<file path="config.mk">
export PLATFORM = sky130hd
export DESIGN_NAME = ones_counter
export DESIGN_NICKNAME = d
export VERILOG_FILES = /design/src/rtl/ones_counter.sv
export SDC_FILE = /design/constraint.sdc
export NUM_CORES = 1
export LEC_CHECK = 0
export ABC_AREA = 1
export BUFFER_PORTS_ARGS = -buffer_cell sky130_fd_sc_hd__buf_2
export CORE_AREA = 5 5 42 44
export DETAILED_ROUTE_END_ITERATION = 12
export DIE_AREA = 0 0 47 49
export SETUP_SLACK_MARGIN = 0.4
export SLEW_MARGIN = 15
export SYNTH_ARGS = -nofsm -noshare
export SYNTH_HDL_FRONTEND = slang
export SYNTH_SLANG_ARGS = --single-unit
export TNS_END_PERCENT = 30
</file>
<file path="constraint.sdc">
create_clock -name clk -period 1.73 [get_ports clk]
set_input_delay 0 -clock clk [delete_from_list [all_inputs] [get_ports clk]]
set_output_delay 0 -clock clk [all_outputs]
set_load 0.01 [all_outputs]
</file>
<file path="src/rtl/ones_counter.sv">
// Registered population count: counts set bits of num and presents the count,
// parity, all-zero and all-ones flags one clock later with a valid strobe.
module ones_counter #(
  parameter int WIDTH = 8,
  parameter int CNT_W = $clog2(WIDTH + 1)
) (
  input  logic             clk,
  input  logic             rst_n,
  input  logic [WIDTH-1:0] num,
  input  logic             in_valid,
  output logic [CNT_W-1:0] res,
  output logic             out_valid,
  output logic             parity,
  output logic             zero,
  output logic             all_ones
);

  localparam logic [CNT_W-1:0] FULL_CNT = CNT_W'(WIDTH);

  logic [CNT_W-1:0] cnt;
  logic [CNT_W-1:0] res_d, res_q;
  logic             out_valid_d, out_valid_q;
  logic             parity_d, parity_q;
  logic             zero_d, zero_q;
  logic             all_ones_d, all_ones_q;

  // Adder chain over the input bits; synthesis rebalances it into a tree.
  // NOTE: combinational blocks use blocking '=' so each iteration sees the
  // running sum from the previous one.
  always_comb begin
    cnt = '0;
    for (int i = 0; i < WIDTH; i++) begin
      cnt = cnt + CNT_W'(num[i]);
    end
  end

  // Flags come from the same count so they can never disagree with res.
  always_comb begin
    // NOTE: every output gets its hold value first so no path leaves a
    // signal unassigned, which would infer a latch.
    res_d       = res_q;
    parity_d    = parity_q;
    zero_d      = zero_q;
    all_ones_d  = all_ones_q;
    out_valid_d = 1'b0;
    if (in_valid) begin
      res_d       = cnt;
      parity_d    = cnt[0];
      zero_d      = (cnt == '0);
      all_ones_d  = (cnt == FULL_CNT);
      out_valid_d = 1'b1;
    end
  end

  // NOTE: sequential state uses non-blocking '<=' so all flops update
  // together on the edge regardless of statement order.
  always_ff @(posedge clk or negedge rst_n) begin
    if (!rst_n) begin
      res_q       <= '0;
      out_valid_q <= 1'b0;
      parity_q    <= 1'b0;
      zero_q      <= 1'b1;
      all_ones_q  <= 1'b0;
    end else begin
      res_q       <= res_d;
      out_valid_q <= out_valid_d;
      parity_q    <= parity_d;
      zero_q      <= zero_d;
      all_ones_q  <= all_ones_d;
    end
  end

  assign res       = res_q;
  assign out_valid = out_valid_q;
  assign parity    = parity_q;
  assign zero      = zero_q;
  assign all_ones  = all_ones_q;

endmodule

</file>
==> results.tsv <==
stage	metric	value	unit
clock_tree	Worst-Skew Late Latency	250	ps
power	P_leak	0.3720	nW
timing	Worst-Margin Slew	155.2	ps
timing	endpoints failing setup	6	
cells_and_area	fin util	0.4696	
cells_and_area	final instance area	658.1	sq um
routing	Vias/cell	4.237	
global_routing	GR Util All Layers	0.1002	
yosys	Synth Register Bits	7	
cells_and_area	Area Growth Syn to Fin	42.16	%
worst_setup_path	type of origin of the critical path	primary input	
global_routing	pin count of the biggest net entering global routing	8	
floorplanning	Core Area	0.001401	sq mm
routing	drt total wl	847	microns
worst_setup_path	CP max stage cell	fa_1	
yosys	leading area contributor after synthesis	dfrtp_1	
worst_setup_path	CP endpoint kind	flip-flop	
timing	RSZ-0062 raised after global routing	true	
yosys	Synth async-reset ratio	1.000	
cells_and_area	antenna diode count	0	
global_routing	first-pass GRT wire length	1683	microns
power	pwr/cell area	1038	mW/mm^2
worst_setup_path	crit path max fanout	2	
worst_setup_path	Worst Setup SP	num[0]	
worst_setup_path	arrival time at the worst endpoint	2690	ps
timing	final hold violation count	0	
cells_and_area	filler cell count	152	
floorplanning	Initial Utilization	0.3304	
clock_tree	clk sinks	7	
yosys	top post-synthesis cells by count	inv_1 (13), nand2_1 (11), dfrtp_1 (6), fa_1 (4), ha_1 (3)	
yosys	number of flops mapped to enable cells by yosys	0	
timing	final slew viol count	0	
placed_design	dpl hpwl	734.7	microns
timing	clock skew	0	ps
global_routing	vias in the first global route	431	
cells_and_area	Reg area	176.4	sq um
clock_tree	H-tree Lvls	1	
cells_and_area	final net count	96	
placed_design	number of buffers added on ports	18	
timing	fin worst setup slack	-784.6	ps
timing	max_slew headroom	0.8965	
clock_tree	clock buffer depth	2	
worst_setup_path	Critical R2R Launch	zero	
yosys	count leader, synth	inv_1	
worst_setup_path	required time worst endpoint	1910	ps
clock_tree	clock slew at reported path FFs	50	ps
run	Max-Cap Viols	0	
worst_setup_path	slowest stage delay, CP	520	ps
clock_tree	Post-CTS Setup Repair Bufs	0	
worst_setup_path	CP dominant cell by count	fa_1	
yosys	most area-consuming cells after synthesis	dfrtp_1 (32%), fa_1 (17%), inv_1 (11%)	
routing	initial DRC count	4	
worst_setup_path	WS Path Type	primary input to flip-flop	
routing	antenna viol nets, final	0	
clock_tree	CTS tree	yes	
yosys	Seq/Total Area, Yosys	0.3811	
placed_design	Cell Area, Placed	588.1	sq um
yosys	Mapped Area	462.9	sq um
routing	drt first pass iters	4	
timing	crit share post-route	1.454	
clock_tree	clock root buffer	clkbuf_4	
floorplanning	Ports	19	
min_path	class of the worst hold path	primary input to asynchronous set/reset pin	
yosys	Avg Inst Size Synth	9.077	sq um
yosys	Warnings, synthesis	0	
yosys	Synth Flop Type	dfrtp_1	
yosys	Post-Synthesis Cells	51	
timing	Tmin final	2515	ps
yosys	top-area cell type share of the netlist area	0.3243	
global_routing	GR Overflow Total	0	
cells_and_area	area of the multi-input gates	250.2	sq um
cells_and_area	layout cells sized above 1	0.4675	
timing	hold slack final	112.9	ps
outcome	status	finished, violations left	
worst_setup_path	critical-path cell list	buf_2 -> fa_1 -> inv_1 -> fa_1 -> fa_1 -> inv_2 -> ha_4 -> inv_1 -> fa_1 -> inv_1 -> nor2_2 -> nand3_2 -> o21ai_2	
yosys	Netlist cell types	16	
routing	Wirelength per Cell	9.108	microns
floorplanning	Die Area	0.002303	sq mm
routing	drt drc	0	
global_routing	antenna violations before repair	0	
placed_design	Place WS	-1064	ps
outcome	violated checks	negative setup slack	
placed_design	routability-driven placement congestion ratio	0.7213	
clock_tree	clock buffer count from CTS	3	
yosys	syn nets	69	
power	peak supply drop	0.3242	mV
routing	Via Count	394	
timing	f_max	397.7	MHz
floorplanning	Die W	47	microns
floorplanning	Die Height	49	microns
floorplanning	row cnt	14	
[area by class of cell]
class | instances | share of cell area
Multi-Input combinational cell | 29 | 0.3802
Inverter | 14 | 0.07985
Sequential cell | 7 | 0.2681
Clock buffer | 4 | 0.03992
Timing Repair Buffer | 23 | 0.2015
Tap cell | 16 | 0.03042
[path summary, 6_finish.rpt]
| kind | to | slack, ps | depth (start not counted) |
|---|---|---|---|
| setup reg to reg | zero | 1030 | 2 |
| hold reg to reg | all_ones | 480 | 2 |
| min in group clk | zero | 160 | 5 |
| setup / recovery | all_ones | -780 | 13 |
| hold / removal | all_ones | 110 | 2 |
| max in group asynchronous | zero | 1390 | 2 |
[repair_timing]
| action | CTS | global route |
|---|---|---|
| cloned | 0 | 0 |
| endpoints found under the hold margin | 8 | 0 |
| resized for setup | 2 | 3 |
| pin swaps | 0 | 1 |
| endpoints found under the setup margin | 6 | 6 |
| hold buffers | 2 | 0 |
[power by group]
part / total [mW] / leakage, nW / internal [mW] / switching [mW]
sequential: 0.224 / 0.0854 / 0.207 / 0.0176
combinational: 0.314 / 0.272 / 0.149 / 0.165
clock: 0.145 / 0.0150 / 0.0878 / 0.0574
total: 0.683 / 0.372 / 0.444 / 0.240
[per-stage QoR]
step	power (mW)	instances	setup TNS, ps
floorplan	0.4085	51	-3578
global route	0.7626	93	-3776
finish	0.6832	93	-3238
CTS	0.6869	93	-3278
detailed placement	0.5182	87	-5037
global placement	0.5099	87	-4893
[per-layer routing]
metal | track usage | share of wire | vias up
met3 | 0.03690 | 0.060 | 0
met5 | 0 | 0 | -
li1 | - | - | 202
met4 | 0.06912 | 0 | 0
met2 | 0.1471 | 0.55 | 10
met1 | 0.1154 | 0.39 | 182
[kinds of logic after synthesis]
family	Yosys count	share of synthesized area
and+or+nand+nor	18	0.1811
buffers and inverters	15	0.1297
adders and majority gates	7	0.2541
DFF	7	0.3811
AOI/OAI and AO/OA	4	0.05407
[flip-flops by register name, indices dropped and copies added, names as in the netlist]
| name | count |
|---|---|
| res | 4 |
| all_ones | 1 |
| out_valid | 1 |
| zero | 1 |
[placed cells by master (no fill, tap or decap)]
cell type / instances
o21ai_2: 2
a31oi_1: 1
nor2_2: 1
inv_2: 2
buf_4: 3
clkbuf_4: 3
nand2_1: 10
dlygate4sd3_1: 2
ha_1: 2
inv_1: 12
ha_4: 1
nor2_1: 1
dfrtp_1: 6
o21ai_1: 1
nand3_1: 1
clkbuf_1: 1
dfstp_2: 1
buf_2: 18
nand2_2: 3
fa_1: 4
nand3_2: 2
[worst max-delay path, delay by kind of cell]
kind	cells	cell delay (ps)
adders and majority gates	5	2050
buffers and inverters	5	340
and+or+nand+nor	2	170
AOI/OAI and AO/OA	1	130
Note: power is estimated with default switching activity, not from simulation.
